### src/rtl/host_bus_arbiter_if.sv
// host_bus_arbiter_if
// Bundles the Ibex-style (req/gnt/rvalid) signals between NrHosts upstream
// hosts and the single downstream device port of host_bus_arbiter.
//   host_req_i/host_gnt_o          per-host address-phase handshake
//   host_addr_i/we_i/be_i/wdata_i  per-host address-phase fields
//   host_rvalid_o                  per-host response valid (owner only)
//   host_rdata_o/host_err_o        per-host response data/error (broadcast)
//   dev_*                          the shared downstream master port
// Modports:
//   master - the arbiter's view (it masters the device port)
//   slave  - the surrounding environment (hosts and device)
interface host_bus_arbiter_if #(
  parameter int NrHosts   = 2,
  parameter int DataWidth = 32,
  parameter int AddrWidth = 32
);
  logic [NrHosts-1:0]                  host_req_i;
  logic [NrHosts-1:0]                  host_gnt_o;
  logic [NrHosts-1:0][AddrWidth-1:0]   host_addr_i;
  logic [NrHosts-1:0]                  host_we_i;
  logic [NrHosts-1:0][DataWidth/8-1:0] host_be_i;
  logic [NrHosts-1:0][DataWidth-1:0]   host_wdata_i;
  logic [NrHosts-1:0]                  host_rvalid_o;
  logic [NrHosts-1:0][DataWidth-1:0]   host_rdata_o;
  logic [NrHosts-1:0]                  host_err_o;

  logic                   dev_req_o;
  logic                   dev_gnt_i;
  logic [AddrWidth-1:0]   dev_addr_o;
  logic                   dev_we_o;
  logic [DataWidth/8-1:0] dev_be_o;
  logic [DataWidth-1:0]   dev_wdata_o;
  logic                   dev_rvalid_i;
  logic [DataWidth-1:0]   dev_rdata_i;
  logic                   dev_err_i;

  modport master (
    input  host_req_i, host_addr_i, host_we_i, host_be_i, host_wdata_i,
    output host_gnt_o, host_rvalid_o, host_rdata_o, host_err_o,
    output dev_req_o, dev_addr_o, dev_we_o, dev_be_o, dev_wdata_o,
    input  dev_gnt_i, dev_rvalid_i, dev_rdata_i, dev_err_i
  );

  modport slave (
    output host_req_i, host_addr_i, host_we_i, host_be_i, host_wdata_i,
    input  host_gnt_o, host_rvalid_o, host_rdata_o, host_err_o,
    input  dev_req_o, dev_addr_o, dev_we_o, dev_be_o, dev_wdata_o,
    output dev_gnt_i, dev_rvalid_i, dev_rdata_i, dev_err_i
  );
endinterface

### src/rtl/host_bus_arbiter.sv
// host_bus_arbiter
// Shares one Ibex-style device master port between NrHosts hosts. Address
// phases are arbitrated combinationally; the owner of every accepted
// transaction is pushed into an in-flight ID FIFO so each response is routed
// back only to the host that issued it, in issue order.
// Ports:
//   clk_i      system clock
//   rst_ni     asynchronous active-low reset
//   bus        host_bus_arbiter_if.master (host side + device side)
//   spurious_o one-cycle pulse when a response arrives with no owner
// Configuration:
//   HOST_ARB_RR_EN defined   -> round-robin arbitration starting at rr_ptr
//   HOST_ARB_RR_EN undefined -> fixed priority, lowest index wins
module host_bus_arbiter #(
  parameter int NrHosts        = 2,
  parameter int DataWidth      = 32,
  parameter int AddrWidth      = 32,
  parameter int MaxOutstanding = 2
) (
  input  logic                 clk_i,
  input  logic                 rst_ni,
  host_bus_arbiter_if.master   bus,
  output logic                 spurious_o
);

  localparam int IdxW  = (NrHosts > 1) ? $clog2(NrHosts) : 1;
  localparam int PtrW  = $clog2(MaxOutstanding) + 1;
  localparam int Depth = 1 << PtrW;

  typedef logic [IdxW-1:0] idx_t;
  typedef logic [PtrW-1:0] ptr_t;

  idx_t sel;
  idx_t lock_idx;
  logic lock;
  ptr_t wr_ptr;
  ptr_t rd_ptr;
  ptr_t count;
  idx_t fifo_mem [Depth];
  logic fifo_full;
  logic fifo_empty;
  logic dev_req;
  logic accept;
  logic rsp_valid;
  logic pop;

`ifdef HOST_ARB_RR_EN
  idx_t rr_ptr;
  int   cand;
  logic found;
`endif

  function automatic ptr_t ptr_next(input ptr_t p);
    return (p == ptr_t'(MaxOutstanding - 1)) ? '0 : p + ptr_t'(1);
  endfunction

  // Full is taken from the registered count only, so a pop in the same cycle
  // never re-opens the request path (keeps dev_gnt_i out of dev_req_o).
  assign fifo_full  = (count == ptr_t'(MaxOutstanding));
  assign fifo_empty = (count == '0);

  // Reset gates the combinational outputs so they drop immediately.
  assign dev_req    = rst_ni && (|bus.host_req_i) && !fifo_full;
  assign accept     = dev_req && bus.dev_gnt_i;
  assign rsp_valid  = rst_ni && bus.dev_rvalid_i;
  assign pop        = rsp_valid && !fifo_empty;
  assign spurious_o = rsp_valid && fifo_empty;

  // Host selection; a stalled request stays locked to its host until granted.
  always_comb begin
    sel = '0;
`ifdef HOST_ARB_RR_EN
    cand  = 0;
    found = 1'b0;
`endif
    if (lock) begin
      sel = lock_idx;
    end else begin
`ifdef HOST_ARB_RR_EN
      for (int k = 0; k < NrHosts; k++) begin
        cand = int'(rr_ptr) + k;
        if (cand >= NrHosts) cand = cand - NrHosts;
        if (!found && bus.host_req_i[idx_t'(cand)]) begin
          sel   = idx_t'(cand);
          found = 1'b1;
        end
      end
`else
      for (int h = NrHosts - 1; h >= 0; h--) begin
        if (bus.host_req_i[idx_t'(h)]) sel = idx_t'(h);
      end
`endif
    end
  end

  // Address-phase mux, grant steering and response routing.
  always_comb begin
    bus.dev_req_o     = dev_req;
    bus.dev_addr_o    = bus.host_addr_i[sel];
    bus.dev_we_o      = bus.host_we_i[sel];
    bus.dev_be_o      = bus.host_be_i[sel];
    bus.dev_wdata_o   = bus.host_wdata_i[sel];
    bus.host_gnt_o    = '0;
    bus.host_rvalid_o = '0;
    if (accept) bus.host_gnt_o[sel] = 1'b1;
    if (pop) bus.host_rvalid_o[fifo_mem[rd_ptr]] = 1'b1;
    for (int h = 0; h < NrHosts; h++) begin
      bus.host_rdata_o[h] = bus.dev_rdata_i;
      bus.host_err_o[h]   = bus.dev_err_i;
    end
  end

  // Owner FIFO storage needs no reset; validity is tracked by count.
  always_ff @(posedge clk_i) begin
    if (accept) fifo_mem[wr_ptr] <= sel;
  end

  // Owner FIFO pointers and occupancy.
  always_ff @(posedge clk_i or negedge rst_ni) begin
    if (!rst_ni) begin
      wr_ptr <= '0;
      rd_ptr <= '0;
      count  <= '0;
    end else begin
      if (accept) wr_ptr <= ptr_next(wr_ptr);
      if (pop) rd_ptr <= ptr_next(rd_ptr);
      case ({accept, pop})
        2'b10:   count <= count + ptr_t'(1);
        2'b01:   count <= count - ptr_t'(1);
        default: count <= count;
      endcase
    end
  end

  // Lock and round-robin pointer bookkeeping.
  always_ff @(posedge clk_i or negedge rst_ni) begin
    if (!rst_ni) begin
      lock     <= 1'b0;
      lock_idx <= '0;
`ifdef HOST_ARB_RR_EN
      rr_ptr   <= '0;
`endif
    end else if (accept) begin
      lock <= 1'b0;
`ifdef HOST_ARB_RR_EN
      rr_ptr <= (sel == idx_t'(NrHosts - 1)) ? '0 : sel + idx_t'(1);
`endif
    end else if (dev_req) begin
      lock     <= 1'b1;
      lock_idx <= sel;
    end
  end

endmodule
### src/flat_wrapper.sv
// flat-port wrapper written by rule: the top's interface ports become plain ports
module host_bus_arbiter_flat 
#(
  parameter int NrHosts        = 2,
  parameter int DataWidth      = 32,
  parameter int AddrWidth      = 32,
  parameter int MaxOutstanding = 2
)
  (clk_i, rst_ni, spurious_o, bus_host_req_i, bus_host_addr_i, bus_host_we_i, bus_host_be_i, bus_host_wdata_i, bus_host_gnt_o, bus_host_rvalid_o, bus_host_rdata_o, bus_host_err_o, bus_dev_req_o, bus_dev_addr_o, bus_dev_we_o, bus_dev_be_o, bus_dev_wdata_o, bus_dev_gnt_i, bus_dev_rvalid_i, bus_dev_rdata_i, bus_dev_err_i);
  host_bus_arbiter_if #(.NrHosts(NrHosts), .DataWidth(DataWidth), .AddrWidth(AddrWidth)) bus_i ();
  input  logic clk_i;
  input  logic rst_ni;
  output logic spurious_o;
  input wire logic [$bits(bus_i.host_req_i)-1:0] bus_host_req_i;
  input wire logic [$bits(bus_i.host_addr_i)-1:0] bus_host_addr_i;
  input wire logic [$bits(bus_i.host_we_i)-1:0] bus_host_we_i;
  input wire logic [$bits(bus_i.host_be_i)-1:0] bus_host_be_i;
  input wire logic [$bits(bus_i.host_wdata_i)-1:0] bus_host_wdata_i;
  output wire logic [$bits(bus_i.host_gnt_o)-1:0] bus_host_gnt_o;
  output wire logic [$bits(bus_i.host_rvalid_o)-1:0] bus_host_rvalid_o;
  output wire logic [$bits(bus_i.host_rdata_o)-1:0] bus_host_rdata_o;
  output wire logic [$bits(bus_i.host_err_o)-1:0] bus_host_err_o;
  output wire logic [$bits(bus_i.dev_req_o)-1:0] bus_dev_req_o;
  output wire logic [$bits(bus_i.dev_addr_o)-1:0] bus_dev_addr_o;
  output wire logic [$bits(bus_i.dev_we_o)-1:0] bus_dev_we_o;
  output wire logic [$bits(bus_i.dev_be_o)-1:0] bus_dev_be_o;
  output wire logic [$bits(bus_i.dev_wdata_o)-1:0] bus_dev_wdata_o;
  input wire logic [$bits(bus_i.dev_gnt_i)-1:0] bus_dev_gnt_i;
  input wire logic [$bits(bus_i.dev_rvalid_i)-1:0] bus_dev_rvalid_i;
  input wire logic [$bits(bus_i.dev_rdata_i)-1:0] bus_dev_rdata_i;
  input wire logic [$bits(bus_i.dev_err_i)-1:0] bus_dev_err_i;
  assign bus_i.host_req_i = bus_host_req_i;
  assign bus_i.host_addr_i = bus_host_addr_i;
  assign bus_i.host_we_i = bus_host_we_i;
  assign bus_i.host_be_i = bus_host_be_i;
  assign bus_i.host_wdata_i = bus_host_wdata_i;
  assign bus_host_gnt_o = bus_i.host_gnt_o;
  assign bus_host_rvalid_o = bus_i.host_rvalid_o;
  assign bus_host_rdata_o = bus_i.host_rdata_o;
  assign bus_host_err_o = bus_i.host_err_o;
  assign bus_dev_req_o = bus_i.dev_req_o;
  assign bus_dev_addr_o = bus_i.dev_addr_o;
  assign bus_dev_we_o = bus_i.dev_we_o;
  assign bus_dev_be_o = bus_i.dev_be_o;
  assign bus_dev_wdata_o = bus_i.dev_wdata_o;
  assign bus_i.dev_gnt_i = bus_dev_gnt_i;
  assign bus_i.dev_rvalid_i = bus_dev_rvalid_i;
  assign bus_i.dev_rdata_i = bus_dev_rdata_i;
  assign bus_i.dev_err_i = bus_dev_err_i;
  host_bus_arbiter #(.NrHosts(NrHosts), .DataWidth(DataWidth), .AddrWidth(AddrWidth), .MaxOutstanding(MaxOutstanding)) u_core (.clk_i(clk_i), .rst_ni(rst_ni), .bus(bus_i), .spurious_o(spurious_o));
endmodule
### config.mk
export PLATFORM = sky130hd
export DESIGN_NAME = host_bus_arbiter_flat
export DESIGN_NICKNAME = d
export VERILOG_FILES = /design/src/rtl/host_bus_arbiter_if.sv /design/src/rtl/host_bus_arbiter.sv /design/src/flat_wrapper.sv
export SDC_FILE = /design/constraint.sdc
export NUM_CORES = 1
export LEC_CHECK = 0
export CAP_MARGIN = 40
export CORE_AREA = 5 5 120 122
export CTS_CLUSTER_DIAMETER = 150
export DETAILED_ROUTE_END_ITERATION = 8
export DIE_AREA = 0 0 125 127
export GPL_TIMING_DRIVEN = 0
export PLACE_DENSITY_LB_ADDON = 0.3
export SLEW_MARGIN = 30
export SYNTH_ARGS = -nofsm -noshare
export SYNTH_HDL_FRONTEND = slang
export SYNTH_SLANG_ARGS = --single-unit
### constraint.sdc
create_clock -name clk_i -period 2 [get_ports clk_i]
set_input_delay 0.2 -clock clk_i [delete_from_list [all_inputs] [get_ports clk_i]]
set_output_delay 0.2 -clock clk_i [all_outputs]
set_load 0.1 [all_outputs]
# Word level (Yosys, flattened, before mapping)
# Memory sizes are Yosys's and may differ from the RTL's.
# Cells that the tools add are included.
# classes
addsub,4
mux,24
reduce_logical,15
eq_ne,5
order_cmp,4
n_bitwise,1
# op_table
op,n
32-bit 2-to-1 mux,4
1-bit 2-to-1 mux,11
1-bit logical AND,8
2-bit 2-to-1 mux,4
4-bit 2-to-1 mux,2
2-bit by 1-bit adder with 2-bit output (second input constant),3
2-bit by 1-bit == test with 1-bit output (second input constant),3
2-bit == test (second input constant),2
1-bit by 2-bit < comparator with 1-bit output (second input constant),2
2-bit case mux with 2 select lines,1
2-bit nonzero test,2
1-bit demux with 1-bit select,2
1-bit greater-or-equal comparator (second input constant),2
1-bit logical NOT,2
2-bit logical NOT,1
2-bit AND reduction,1
2-bit OR reduction,1
2-bit by 1-bit subtractor with 2-bit output (second input constant),1
1-bit NOT,1
# totals
regBits,8
n_memories,1
out_inout_bits,141
mem_bits_rw,4
word_cells,59
input_bits,177
# memory_table
name,depth,width,read_ports,rd_clocked_by_memory_dff,write_ports,line_no,text
u_core.fifo_mem,4,1,1,0,1,host_bus_arbiter.sv:39,idx_t fifo_mem [Depth];

# Longest topological paths before layout
# depth
depth_word,8
mapped_depth,7
depth_no_buf,7

# Least setup slack after synthesis
# OpenSTA, ideal clock, no wires.
# synth_path
path_type,flip-flop to output port
from,register u_core.count[0]
to,output spurious_o
t_required_ns,1.800
arrival_time_ns,2.512
path_buffers,0
path_stages_with_launch,2
path_slack_ns,-0.712
cell_sequence,dfrtp_1 -> nor3_1
# synth_via
elab_chain_len,2
# synth_rtl
element,line_no,text
start: declaration,host_bus_arbiter.sv:38,ptr_t count;
start signal: assignment,host_bus_arbiter.sv:128,2'b10: count <= count + ptr_t'(1);
start signal: assignment,host_bus_arbiter.sv:129,2'b01: count <= count - ptr_t'(1);
start signal: assignment,host_bus_arbiter.sv:130,default: count <= count;
2-bit logical NOT,host_bus_arbiter.sv:60,assign fifo_empty = (count == '0);
1-bit logical AND,host_bus_arbiter.sv:67,assign spurious_o = rsp_valid && fifo_empty;
end: declaration,flat_wrapper.sv:13,output logic spurious_o;
# No other way between the ends.

# Worst setup path after layout
# layout_path
from,register u_core.lock
to,output bus_dev_addr_o[27]
# layout_via
elab_chain_len,3
# layout_rtl
element,line_no,text
start: declaration,host_bus_arbiter.sv:35,logic lock;
start signal: assignment,host_bus_arbiter.sv:138,lock <= 1'b0;
start signal: assignment,host_bus_arbiter.sv:144,lock <= 1'b0;
start signal: assignment,host_bus_arbiter.sv:149,lock <= 1'b1;
1-bit 2-to-1 mux,host_bus_arbiter.sv:76,if (lock) begin
32-bit 2-to-1 mux (not written as such) (2 in a row),host_bus_arbiter.sv:99,bus.dev_addr_o = bus.host_addr_i[sel];
end: declaration,flat_wrapper.sv:24,output wire logic [$bits(bus_i.dev_addr_o)-1:0] bus_dev_addr_o;
# No other way between the ends. The select of a mux whose other input is x is not followed.

==> results.env <==
CORE.ROWCOUNT=42
IOPINCOUNT=318
RSZ0062_AT_GRT='true'
ARRIVAL_NS=1.78
CP_DATA_REQUIRED_TIME_NS=1.80
N_ANTENNA_CELL=0
LARGEST_NET_DEGREE_AT_THE_START_OF_GLOBAL_ROUTING=14
YOSYSSEQAREASHARE_PCT=16.2
FP.COREAREA_SQ_UM=13100
AGGREGATE_GLOBAL_ROUTING_OVERFLOW=0
CAP_VIOL_MAX_COUNT=0
ANTENNA_VIOLATING_NETS_POST_ROUTE=0
GRT_FIRST_PASS_WIRELENGTH_MICRONS=19700
MIN_PERIOD_NS=1.98
DETAIL_ROUTE.FIRST_PASS.ITERATIONS=4
WIRELENGTH_MICRONS=13500
STATIC_LEAKAGE_nW=3.27
FF_LATCH_AREA_SQ_UM=322
HOLD_WS_NS=0.541
FINALSETUPTNS_NS=0
HOLD_PATH_DEPTH=4
DRC_ERRORS=0
YS_SEQ_ELEMENTS=12
CLOCK_LATENCY_NS=0.24
PORTBUFFERS=284
VDD_DROP_MAX_mV=0.523
SYN-INSTANCE-COUNT=191
HOLD_PATH.STARTPOINT='rst_ni'
PINS_OVER_THEIR_SLEW_LIMIT=0
POST_SYNTH_INSTANCE_AREA_SQ_UM=1980
AREAGROWTHSYNTHTOFINISH_PCT=277
N_FILL_CELL=977
MET3_WIRELENGTH_MICRONS=1000
CRITICALPATHCATEGORY='reg2out'
WL_MET1_MICRONS=4010
OVERALL_POWER_OF_THE_COMPLETED_LAYOUT_mW=7.74
WORST_SETUP_PATH_START_KIND='register'
FMAX_GHz=0.504
GLOBALPLACE.CONGESTION=0.864
DPL-INSTANCE-AREA_SQ_UM=7520
CRIT-REG2REG-CAPTURE='u_core.count[1]'
LENGTH_IN_CELLS_OF_THE_WORST_REG_TO_REG_PATH=6
CTS_BUFFERS=3
TRACK_USAGE_PCT=15.7
INITIAL_UTILIZATION_PCT=15.1
HPWL_MICRONS=12100
TIMING.HOLD.WORST_ENDPOINT='u_core.rd_ptr[0]'
REG2REG_SETUP_SLACK_NS=0.38
CP_MAX_FO=5
FIN_SKEW_NS=0.00187
MET2_WIRELENGTH_MICRONS=8270
CLOCK_TREE_FROM_TRITONCTS='done'
LAYOUT_WORST_PATH_CYCLE_SHARE_PCT=99.1
LAYOUT.NETS=739
YOSYSTOPAREACELLSHARE_PCT=33.1
MULTI_INPUT_AREA_SQ_UM=1200
NUMBER_OF_GLOBAL_ROUTE_VIAS_BEFORE_REPAIR=3469
GRT_ANTENNA_BEFORE_REPAIR=0
CLKSINKCOUNT=12
RUN_STATUS='finished clean'
YS.WARNINGS.COUNT=0
WORST_SETUP_PATH_END_KIND='output port'
CLOCK_TREE.BUFFER_DEPTH=2
FINALSETUPVIOLATIONS=0
DRIVE_GT1_SHARE_PCT=55.7
CELL_TAKING_THE_MOST_AREA_AFTER_SYNTHESIS='sky130_fd_sc_hd__mux2_2'
DR_TOTAL_VIAS=2842
POSTSYNTHAREAPERCELL_SQ_UM=10.3
START_OF_THE_WORST_REGISTER_TO_REGISTER_PATH='u_core.count[0]'
NUMBER_OF_DRC_VIOLATIONS_AFTER_DETAILED_ROUTING_ITERATION_0=42
WORST_SLEW_PIN_SLEW_NS=0.390
CLK_TRANSITION_REPORTED_PATHS_NS=0.04
LAYOUT.CELL_AREA.NON_FILLER_SQ_UM=7440
POST_DRT_VIA_CELL_RATIO=3.86
DIE-WIDTH_MICRONS=125
MAIN_AREA_CONTRIBUTORS_AFTER_SYNTHESIS='sky130_fd_sc_hd__mux2_2 (33%), sky130_fd_sc_hd__buf_4 (25%), sky130_fd_sc_hd__dfrtp_1 (10%)'
P_PER_AREA_nW_PER_UM2=1040
DIE_H_MICRONS=127
CTSHTREEMAXLEVEL=1
ROUTEDWLPERCELL_MICRONS=18.4
SYNTH.LIB_CELLS_USED.DISTINCT=27
NUMBER_OF_NETS_PRODUCED_BY_SYNTHESIS=369
ROUTE.TOP_LAYER_USED='met4'
HOLD_VIOL=0
DIE_AREA_SQ_UM=15900
CLOCK-ROOT-BUFFER='sky130_fd_sc_hd__clkbuf_16'
MAX-SLEW-MARGIN-REL_PCT=73.9
WORST_HOLD_PATH_CLASS='in2reg'
-- where the power goes --
part           leakage [nW]  total (mW)  internal [mW]  switching, mW
clock                0.0382       0.370          0.268          0.102
sequential            0.136       0.411          0.330         0.0811
combinational          3.10        6.96           2.98           3.98
total                  3.27        7.74           3.58           4.16
-- state kept, by name, summed over array words and instances, names as in the netlist --
| name | count |
|---|---|
| u_core.lock | 1 |
| u_core.lock_idx | 1 |
| u_core.count | 2 |
| u_core.wr_ptr | 2 |
| u_core.rd_ptr | 2 |
| u_core.fifo_mem | 4 |
-- repair_timing --
| action | CTS | global route |
|---|---|---|
| hold endpoints to repair | 8 | 0 |
| buffers inserted | 8 | 2 |
| pin swaps | 1 | 1 |
| setup endpoints to repair | 75 | 33 |
| resized for setup | 89 | 16 |
| gates cloned | 0 | 3 |
| hold buffers | 1 | 0 |
-- synth_stat cells --
library cell,number
sky130_fd_sc_hd__and2_1,2
sky130_fd_sc_hd__nor3b_1,2
sky130_fd_sc_hd__mux2_2,58
sky130_fd_sc_hd__dfrtp_1,8
sky130_fd_sc_hd__nand2_1,2
sky130_fd_sc_hd__nand2b_1,2
sky130_fd_sc_hd__xnor2_1,4
sky130_fd_sc_hd__buf_4,66
sky130_fd_sc_hd__edfxtp_1,4
sky130_fd_sc_hd__and3_1,2
sky130_fd_sc_hd__a21boi_0,2
sky130_fd_sc_hd__o21a_1,1
sky130_fd_sc_hd__o21ai_0,2
sky130_fd_sc_hd__nand2b_4,1
sky130_fd_sc_hd__mux2_1,2
sky130_fd_sc_hd__xor2_1,1
sky130_fd_sc_hd__mux2_4,10
sky130_fd_sc_hd__mux4_2,1
sky130_fd_sc_hd__nor2_1,5
sky130_fd_sc_hd__inv_1,1
sky130_fd_sc_hd__nor3_1,3
sky130_fd_sc_hd__inv_2,1
sky130_fd_sc_hd__ha_1,1
sky130_fd_sc_hd__or2_2,1
sky130_fd_sc_hd__nor2b_1,1
sky130_fd_sc_hd__o21ai_4,1
sky130_fd_sc_hd__buf_6,7
-- metrics by stage --
step                worst slack [ns]  std cells  util, %
detailed placement            -0.841        792     57.5
finish                        0.0175        736     56.9
floorplan                      0.110        191        -
CTS                          -0.0357        732     55.8
global route                 -0.0480        736     56.9
global placement               -1.10        651     38.6
-- metal layers --
| layer | vias up | global-route usage, % |
|---|---|---|
| li1 | 1337 | - |
| met1 | 1321 | 13.9 |
| met2 | 168 | 33.9 |
| met3 | 16 | 4.67 |
| met4 | 0 | 3.19 |
| met5 | - | 0 |
-- cell usage in the layout, fill, tap and decap left out, types with 2 or more instances in the layout --
| master | n |
|---|---|
| sky130_fd_sc_hd__a21boi_0 | 2 |
| sky130_fd_sc_hd__and2_1 | 2 |
| sky130_fd_sc_hd__and3_1 | 2 |
| sky130_fd_sc_hd__buf_12 | 52 |
| sky130_fd_sc_hd__buf_16 | 28 |
| sky130_fd_sc_hd__buf_4 | 71 |
| sky130_fd_sc_hd__buf_6 | 4 |
| sky130_fd_sc_hd__buf_8 | 69 |
| sky130_fd_sc_hd__clkbuf_16 | 6 |
| sky130_fd_sc_hd__clkdlybuf4s50_1 | 207 |
| sky130_fd_sc_hd__dfrtp_1 | 7 |
| sky130_fd_sc_hd__dlygate4sd2_1 | 2 |
| sky130_fd_sc_hd__edfxtp_1 | 4 |
| sky130_fd_sc_hd__mux2_2 | 29 |
| sky130_fd_sc_hd__mux2_4 | 41 |
| sky130_fd_sc_hd__nand2b_1 | 2 |
| sky130_fd_sc_hd__nor2_1 | 2 |
| sky130_fd_sc_hd__nor2_2 | 3 |
| sky130_fd_sc_hd__nor3_1 | 2 |
| sky130_fd_sc_hd__nor3b_1 | 2 |
| sky130_fd_sc_hd__o21ai_0 | 2 |
| sky130_fd_sc_hd__xnor2_1 | 4 |
-- worst max path at each step --
| stage | start | end | slack (ns) | cells past startpoint |
|---|---|---|---|---|
| 5_1_grt | u_core.lock | bus_dev_wdata_o[23] | -0.05 | 6 |
| 2_1_floorplan | u_core.rd_ptr[0] | bus_host_rvalid_o[0] | 0.11 | 2 |
| 4_1_cts | u_core.lock | bus_dev_wdata_o[25] | -0.04 | 7 |
| 3_5_place_dp | bus_host_req_i[1] | bus_dev_addr_o[11] | -0.84 | 7 |
| 6_report | u_core.lock | bus_dev_addr_o[27] | 0.02 | 7 |
| 3_3_place_gp | bus_host_req_i[1] | bus_dev_addr_o[11] | -1.10 | 6 |
-- logic make-up after synthesis --
logic type,share of synthesized area [%]
AO/OA/AOI/OAI,2.47
XOR/XNOR,2.22
adder cells (fa/ha/maj),0.633
buffers and inverters,29.4
flip-flops,16.2
multiplexers,42.9
AND/OR/NAND/NOR,6.08
-- worst max-delay path, stage by stage, from the launching register on --
cell and delay, ns:
sky130_fd_sc_hd__dfrtp_1 0.42, sky130_fd_sc_hd__nand2_2 0.12, sky130_fd_sc_hd__o21ai_4 0.07, sky130_fd_sc_hd__buf_8 0.13
sky130_fd_sc_hd__buf_12 0.13, sky130_fd_sc_hd__clkbuf_16 0.15, sky130_fd_sc_hd__mux2_4 0.33, sky130_fd_sc_hd__buf_16 0.17
-- layout make-up --
type,count,area share (%)
Timing Repair Buffer,365,67.0
Multi-Input combinational cell,104,16.2
Buffer,73,8.35
Sequential cell,12,4.32
Tap cell,176,2.96
Clock buffer,4,1.06
Inverter,2,0.101
No activity file was read; power rests on OpenSTA's default activity.
